===== src/rtl/arm_pkg.sv =====
// Shared constants and types for the ARM pipeline stages.
package arm_pkg;

  localparam int WORD_W = 32;

  typedef logic [WORD_W-1:0] word_t;

  localparam word_t RESET_PC  = 32'h0000_0000;
  localparam word_t NOP_INSTR = 32'h0000_0000;
  localparam word_t PC_STEP   = 32'h0000_0004;

  // Branch targets are word aligned; the low two bits are simply dropped.
  function automatic word_t align_word(input word_t addr);
    return addr & ~word_t'(3);
  endfunction

endpackage


===== src/rtl/if_stage_if.sv =====
// Instruction memory bus between the fetch stage and a zero-latency memory.
// The fetch stage presents the address; the memory answers in the same cycle.
interface if_stage_if;
  import arm_pkg::*;

  word_t imem_addr;
  word_t imem_instr;

  // Fetch stage side: drives the address, consumes the returned word.
  modport master (
    output imem_addr,
    input  imem_instr
  );

  // Memory side: consumes the address, returns the word.
  modport slave (
    input  imem_addr,
    output imem_instr
  );

endinterface


===== src/rtl/if_stage_if_id_reg.sv =====
// IF/ID pipeline register: captures PC+4 and the fetched word, with hold
// (hazard stall) and flush (branch redirect) controls. Flush wins over hold.
module if_id_reg
  import arm_pkg::*;
#(
  parameter word_t NOP_INSTR_P = NOP_INSTR
) (
  input  logic  clk,
  input  logic  rst_n,
  input  logic  hold,
  input  logic  flush,
  input  word_t pc_in,
  input  word_t instr_in,
  output word_t pc,
  output word_t instr,
  output logic  valid
);

  // Pipeline register: flush inserts a bubble, hold keeps contents, else load.
  always_ff @(posedge clk or negedge rst_n) begin
    if (!rst_n) begin
      pc    <= '0;
      instr <= NOP_INSTR_P;
      valid <= 1'b0;
    end else if (flush) begin
      pc    <= '0;
      instr <= NOP_INSTR_P;
      valid <= 1'b0;
    end else if (!hold) begin
      pc    <= pc_in;
      instr <= instr_in;
      valid <= 1'b1;
    end
  end

endmodule


===== src/rtl/if_stage.sv =====
// Instruction-fetch stage. Owns the PC, drives the instruction memory address
// and loads the returned word into the IF/ID register. A taken branch from EXE
// redirects the PC and flushes IF/ID; a hazard freeze holds everything.
// Optional feature macro: IF_FETCH_STATS_EN adds fetch_cnt / bubble_cnt outputs.
module if_stage
  import arm_pkg::*;
#(
  parameter word_t RESET_PC_P  = RESET_PC,
  parameter word_t NOP_INSTR_P = NOP_INSTR
) (
  input  logic        clk,
  input  logic        rst_n,
  input  logic        freeze,
  input  logic        branch_taken,
  input  word_t       branch_addr,
  if_stage_if.master  imem,
  output word_t       if_id_pc,
  output word_t       if_id_instr,
  output logic        if_id_valid
`ifdef IF_FETCH_STATS_EN
  ,
  output word_t       fetch_cnt,
  output word_t       bubble_cnt
`endif
);

  word_t pc_reg;
  word_t pc_next;
  word_t pc_plus4;
  logic  advance;

  assign pc_plus4 = pc_reg + PC_STEP;
  assign advance  = !branch_taken && !freeze;

  // Redirect mux: branch beats freeze, freeze beats sequential advance.
  always_comb begin
    pc_next = pc_reg;
    if (branch_taken) begin
      pc_next = align_word(branch_addr);
    end else if (!freeze) begin
      pc_next = pc_plus4;
    end
  end

  // PC register.
  always_ff @(posedge clk or negedge rst_n) begin
    if (!rst_n) begin
      pc_reg <= RESET_PC_P;
    end else begin
      pc_reg <= pc_next;
    end
  end

  assign imem.imem_addr = pc_reg;

  if_id_reg #(
    .NOP_INSTR_P (NOP_INSTR_P)
  ) u_if_id_reg (
    .clk      (clk),
    .rst_n    (rst_n),
    .hold     (freeze),
    .flush    (branch_taken),
    .pc_in    (pc_plus4),
    .instr_in (imem.imem_instr),
    .pc       (if_id_pc),
    .instr    (if_id_instr),
    .valid    (if_id_valid)
  );

`ifdef IF_FETCH_STATS_EN
  word_t fetch_cnt_reg;
  word_t bubble_cnt_reg;

  // Fetch statistics: a bubble edge is any freeze or flush edge, counted once.
  always_ff @(posedge clk or negedge rst_n) begin
    if (!rst_n) begin
      fetch_cnt_reg  <= '0;
      bubble_cnt_reg <= '0;
    end else if (advance) begin
      fetch_cnt_reg  <= fetch_cnt_reg + 32'd1;
    end else begin
      bubble_cnt_reg <= bubble_cnt_reg + 32'd1;
    end
  end

  assign fetch_cnt  = fetch_cnt_reg;
  assign bubble_cnt = bubble_cnt_reg;
`else
  logic advance_unused;
  assign advance_unused = advance;
`endif

endmodule


===== src/flat_wrapper.sv =====
// flat-port wrapper written by rule: the top's interface ports become plain ports
module if_stage_flat import arm_pkg::*;
#(
  parameter word_t RESET_PC_P  = RESET_PC,
  parameter word_t NOP_INSTR_P = NOP_INSTR
)
  (clk, rst_n, freeze, branch_taken, branch_addr, if_id_pc, if_id_instr, if_id_valid, imem_imem_addr, imem_imem_instr);
  if_stage_if imem_i ();
  input  logic clk;
  input  logic rst_n;
  input  logic freeze;
  input  logic branch_taken;
  input  word_t branch_addr;
  output word_t if_id_pc;
  output word_t if_id_instr;
  output logic if_id_valid;
  output wire logic [$bits(imem_i.imem_addr)-1:0] imem_imem_addr;
  input wire logic [$bits(imem_i.imem_instr)-1:0] imem_imem_instr;
  assign imem_imem_addr = imem_i.imem_addr;
  assign imem_i.imem_instr = imem_imem_instr;
  if_stage #(.RESET_PC_P(RESET_PC_P), .NOP_INSTR_P(NOP_INSTR_P)) u_core (.clk(clk), .rst_n(rst_n), .freeze(freeze), .branch_taken(branch_taken), .branch_addr(branch_addr), .imem(imem_i), .if_id_pc(if_id_pc), .if_id_instr(if_id_instr), .if_id_valid(if_id_valid));
endmodule

===== config.mk =====
export PLATFORM = sky130hd
export DESIGN_NAME = if_stage_flat
export DESIGN_NICKNAME = d
export VERILOG_FILES = /design/src/rtl/arm_pkg.sv /design/src/rtl/if_stage_if.sv /design/src/rtl/if_stage_if_id_reg.sv /design/src/rtl/if_stage.sv /design/src/flat_wrapper.sv
export SDC_FILE = /design/constraint.sdc
export NUM_CORES = 1
export LEC_CHECK = 0
export BUFFER_PORTS_ARGS = -buffer_cell sky130_fd_sc_hd__buf_2
export CORE_MARGIN = 1.5
export CORE_UTILIZATION = 46
export DETAILED_ROUTE_END_ITERATION = 10
export PLACE_DENSITY = 0.86
export SKIP_LAST_GASP = 1
export SLEW_MARGIN = 20
export SYNTH_ARGS = -nofsm -noshare
export SYNTH_HDL_FRONTEND = slang
export SYNTH_SLANG_ARGS = --single-unit

===== constraint.sdc =====
create_clock -name clk -period 2.4 [get_ports clk]
set_input_delay 0.12 -clock clk [delete_from_list [all_inputs] [get_ports clk]]
set_output_delay 0.12 -clock clk [all_outputs]
set_load 0.1 [all_outputs]

After elaboration in Yosys (flattened, before gate mapping)
Index checks and enable logic that the tools add are counted.

operators by class
  add/sub/neg operators = 1
  equality and inequality tests = 1
  muxes and demuxes = 7

operators with widths
  operator                                                number
  two-way mux 32 bit                                      5
  adder 32 x 3 -> 32 bit (second input constant)          1
  two-way mux 1 bit                                       2
  inequality test 2 x 1 -> 1 bit (second input constant)  1

storage, ports and cells
  register bits after elaboration = 97
  output and inout port bits = 97
  word-level logic and storage cells = 13

Depth between registers and ports, before layout
  word-level depth = 3
  depth in mapped cells = 7
  gate-level depth less buffers = 5

Cells and area by module
A second synthesis with hierarchy kept.

unflattened totals
  cell total of the unflattened synthesis = 495
  area, all modules = 4907.2 µm²

modules (own cells, without submodules)
  module     instances  cells an instance  area an instance (µm²)
  if_id_reg  1          209                2638.8
  if_stage   1          286                2268.4

Worst setup path before layout
No wires, ideal clock.

  path type = register -> register
  start point = reg u_core.pc_reg[2], in the netlist u_core.imem.imem_addr[2]
  end point = reg u_core.u_if_id_reg.pc[30]
  library setup time = 0.123 ns
  arrival = 2.818 ns
  data required time = 2.277 ns
  path slack = -0.540 ns
  cell stages (with the launch flop) = 7
  period minus slack after synthesis = 2.940 ns
  path through = dfrtp_1 ha_1 nand3_1 clkbuf_1 or4_1 or4b_1 o2111a_1

between the ends
  cells in the longest elaborated chain, start to end = 3

ends and longest elaborated chain
  element                 line                      source
  start, declared         if_stage.sv:27            word_t pc_reg;
  start signal, assigned  if_stage.sv:50            pc_reg <= pc_next;
  adder 32 x 3 -> 32 bit  if_stage.sv:32            assign pc_plus4 = pc_reg + PC_STEP;
  two-way mux 32 bit      if_stage_if_id_reg.sv:29  end else if (!hold) begin
  two-way mux 32 bit      if_stage_if_id_reg.sv:25  end else if (flush) begin
  end signal, assigned    if_stage_if_id_reg.sv:30  pc <= pc_in;
  end, declared           if_stage_if_id_reg.sv:14  output word_t pc,

No other way between the ends. The select of a mux whose other input is x is not followed.
A chain may end at the register's enable or synchronous reset.

Final worst setup path
Same ends and word-level chain as after synthesis.

==> flow_results.xml <==
<?xml version="1.0" encoding="UTF-8"?>
<metrics>
  <group name="placement">
    <metric name="gp_congestion" unit="">0.9055</metric>
    <metric name="detailedPlacementHpwl" unit="um">9536</metric>
    <metric name="place_ws" unit="ps">20.47</metric>
    <metric name="io_buffers" unit="">160</metric>
  </group>
  <group name="drt">
    <metric name="antenna_violating_nets_post_route" unit="">0</metric>
    <metric name="vias" unit="">4694</metric>
    <metric name="first_pass_iters" unit="">7</metric>
    <metric name="viasPerCell" unit="">5.649</metric>
    <metric name="drt_first_iter_violations" unit="">243</metric>
    <metric name="drc" unit="">0</metric>
    <metric name="routedWlPerCell" unit="um">16.77</metric>
    <metric name="finalWirelength" unit="um">13940</metric>
  </group>
  <group name="yosys">
    <metric name="top_ff_cell_synth" unit="">dfrtp_1</metric>
    <metric name="synth-seq-area-share" unit="%">49.11</metric>
    <metric name="post-synth-top-count-cell" unit="">dfrtp_1</metric>
    <metric name="netlist.top_cell.by_area" unit="">dfrtp_1</metric>
    <metric name="synth.cells.most_frequent" unit="">dfrtp_1, nor2_1, nand2_1</metric>
    <metric name="synth_largest_type_area_fraction" unit="%">49.11</metric>
    <metric name="biggest_area_contributors_in_the_synthesized_netlist" unit="">dfrtp_1, mux2i_1, nor2_1</metric>
    <metric name="syn_inst" unit="">510</metric>
    <metric name="synth_seq_cells" unit="">94</metric>
    <metric name="synth.lib_cells_used.distinct" unit="">44</metric>
    <metric name="synth_enable_flop_cells" unit="">0</metric>
    <metric name="ys_async_sr_fraction" unit="%">100.0</metric>
    <metric name="syn_area" unit="um^2">4790</metric>
    <metric name="synth.yosys.warnings" unit="">0</metric>
    <metric name="synth.avg_cell_area" unit="um^2">9.391</metric>
  </group>
  <group name="timing">
    <metric name="final_max_slew_viol_count" unit="">0</metric>
    <metric name="setup_viol" unit="">0</metric>
    <metric name="rsz0062_at_grt" unit="">false</metric>
    <metric name="slew-limit-headroom" unit="%">51.93</metric>
    <metric name="max_freq" unit="GHz">0.4474</metric>
    <metric name="worstMarginPinSlew" unit="ps">714.4</metric>
    <metric name="timing.setup.tns" unit="ps">0</metric>
    <metric name="report.final.hold_viol_count" unit="">0</metric>
    <metric name="layout_setup_ws" unit="ps">165.0</metric>
    <metric name="layout_min_cycle_time" unit="ps">2235</metric>
    <metric name="fin_crit_sh" unit="%">93.13</metric>
    <metric name="fin_worst_skew" unit="ps">17.43</metric>
  </group>
  <group name="min_path">
    <metric name="min_path_type" unit="">in2reg</metric>
  </group>
  <group name="critical_path">
    <metric name="worst_setup_path_end_kind" unit="">flip-flop</metric>
    <metric name="critical_path_class" unit="">reg2reg</metric>
    <metric name="timing.critical_path.arrival" unit="ps">2510</metric>
    <metric name="path_max_fanout" unit="">6</metric>
    <metric name="worstSetupStartpointType" unit="">flip-flop</metric>
    <metric name="critPathRequiredTime" unit="ps">2670</metric>
  </group>
  <group name="clock_network">
    <metric name="cts-buffers-inserted" unit="">9</metric>
    <metric name="cts_max_level" unit="">3</metric>
    <metric name="clkSlewWorstSetupHoldPaths" unit="ps">110</metric>
    <metric name="tritoncts" unit="">built</metric>
    <metric name="cts.sink_count" unit="">94</metric>
    <metric name="cts_max_path_buffers" unit="">2</metric>
    <metric name="clk_latency" unit="ps">370</metric>
    <metric name="cts_root_buf" unit="">clkbuf_8</metric>
  </group>
  <group name="die">
    <metric name="coreArea" unit="um^2">10230</metric>
    <metric name="rows" unit="">37</metric>
    <metric name="initial_utilization" unit="%">46.81</metric>
    <metric name="io_pins" unit="">165</metric>
    <metric name="die_area" unit="um^2">11030</metric>
    <metric name="die_width" unit="um">105.0</metric>
    <metric name="fp.dieH" unit="um">105.0</metric>
  </group>
  <group name="power_and_ir_drop">
    <metric name="pwr_density_cell" unit="nW/um^2">714.9</metric>
    <metric name="power.ir.vdd_worst" unit="V">0.0004338</metric>
    <metric name="leakage" unit="nW">2.939</metric>
  </group>
  <group name="cells_and_area">
    <metric name="number_of_fillers_in_the_final_layout" unit="">820</metric>
    <metric name="final_layout_size_suffix_gt1_share" unit="%">32.09</metric>
    <metric name="antenna_cells" unit="">0</metric>
    <metric name="flow.area_growth_from_synthesis" unit="%">33.52</metric>
    <metric name="largest_reg_flops" unit="">32</metric>
    <metric name="finalNetCount" unit="">759</metric>
  </group>
  <group name="global_route">
    <metric name="largest_net_degree_at_the_start_of_global_routing" unit="">60</metric>
    <metric name="grt_first_pass_wirelength" unit="um">22490</metric>
    <metric name="globalRouteTotalUtil" unit="%">25.59</metric>
    <metric name="grt_antenna_before_repair" unit="">0</metric>
    <metric name="first_global_vias" unit="">4674</metric>
    <metric name="gr-total-overflow" unit="">0</metric>
  </group>
  <group name="outcome">
    <metric name="outcome" unit="">finished clean</metric>
  </group>
  <group name="flow_run">
    <metric name="cap_viol_max_count" unit="">0</metric>
  </group>
</metrics>
layout by cell type, fill, tap and decap left out, types with 5 or more instances in the layout:
cell type / count
clkbuf_8: 9
o211ai_1: 5
a311oi_1: 11
xnor2_1: 21
inv_1: 7
o21ai_0: 29
dfrtp_4: 8
nor4_1: 11
buf_2: 158
dfrtp_2: 16
nand4_1: 11
dlygate4sd3_1: 39
dfrtp_1: 70
mux2i_1: 32
nor3_1: 9
or4_1: 22
or3_1: 13
o31ai_1: 10
xor2_1: 5
nand2_1: 43
a31oi_1: 8
a211oi_1: 9
nand3_1: 13
nor2_1: 71
buf_4: 20
a21oi_1: 10
what timing repair did:
action | 4_1_cts | 5_1_grt
hold buffers | 39 | 0
setup buffers | 0 | 0
endpoints found under the hold margin | 86 | 0
endpoints found under the setup margin | 0 | 2
gates resized for setup | 0 | 1
through the flow:
step / cell area, um^2 / total power [W] / hold WS, ps / utilization, % / instances
floorplan: 4862 / 0.003034 / -175.6 / - / 511
global route: 6395 / 0.004730 / 17.32 / 62.50 / 831
detailed placement: 5782 / 0.003352 / 175.8 / 56.51 / 776
finish: 6395 / 0.004572 / 1.262 / 62.50 / 831
global placement: 5782 / 0.003323 / 166.8 / 56.51 / 776
CTS: 6391 / 0.004582 / 1.645 / 62.47 / 831
power by group:
part           total, W  internal [W]  leakage, nW  switching [W]
clock           0.00119      0.000598        0.112       0.000596
sequential      0.00186       0.00171         1.17       0.000148
combinational   0.00152      0.000312         1.65        0.00120
total           0.00457       0.00262         2.94        0.00195
worst paths after layout:
path                                          start                      endpoint  slack (ps)  depth (start not counted)
max                        u_core.imem.imem_addr[2]     u_core.u_if_id_reg.pc[30]         170                          5
min                              imem_imem_instr[7]   u_core.u_if_id_reg.instr[7]           1                          3
max reg2reg                u_core.imem.imem_addr[2]     u_core.u_if_id_reg.pc[30]         170                          5
min reg2reg                u_core.u_if_id_reg.valid      u_core.u_if_id_reg.valid         520                          1
max in group asynchronous                     rst_n     u_core.imem.imem_addr[21]        1380                          3
min in group asynchronous                     rst_n  u_core.u_if_id_reg.instr[22]         320                          2
layout make-up:
type | count | area, um^2 | area share (%)
inverter | 8 | 30.03 | 0.4696
sequential | 94 | 2402 | 37.57
clock inverter | 6 | 91.34 | 1.428
timing repair buffer | 218 | 1351 | 21.13
tap | 136 | 170.2 | 2.661
multi-input combinational | 359 | 2222 | 34.75
clock buffer | 10 | 127.6 | 1.996
worst max-delay path: stages (launching register included):
cell and delay, ps:
dfrtp_4 480, ha_4 160, nand3_1 160, or4_1 660, or4b_1 540, o2111a_1 140
per-layer routing:
layer / up-vias / GRT usage, % / share of wire [%]
met5: - / 0 / 0
met4: 0 / 12.82 / 2.7
met3: 38 / 4.741 / 6.3
met2: 233 / 42.25 / 49
met1: 2241 / 32.14 / 42
li1: 2182 / - / -
cell families (layout without fill, tap and decap cells):
group | count (synthesis) | after routing | share of synthesized area (%)
AOI/OAI and AO/OA | 90 | 90 | 12.36
xor gates and xnor gates | 26 | 26 | 4.754
adders and majority gates | 1 | 1 | 0.2612
buffers and inverters | 58 | 242 | 4.911
DFF | 94 | 94 | 49.11
muxes | 32 | 32 | 6.688
other | 1 | 2 | 0.07829
and+or+nand+nor | 208 | 208 | 21.84
No activity file was read; power rests on OpenSTA's default activity.
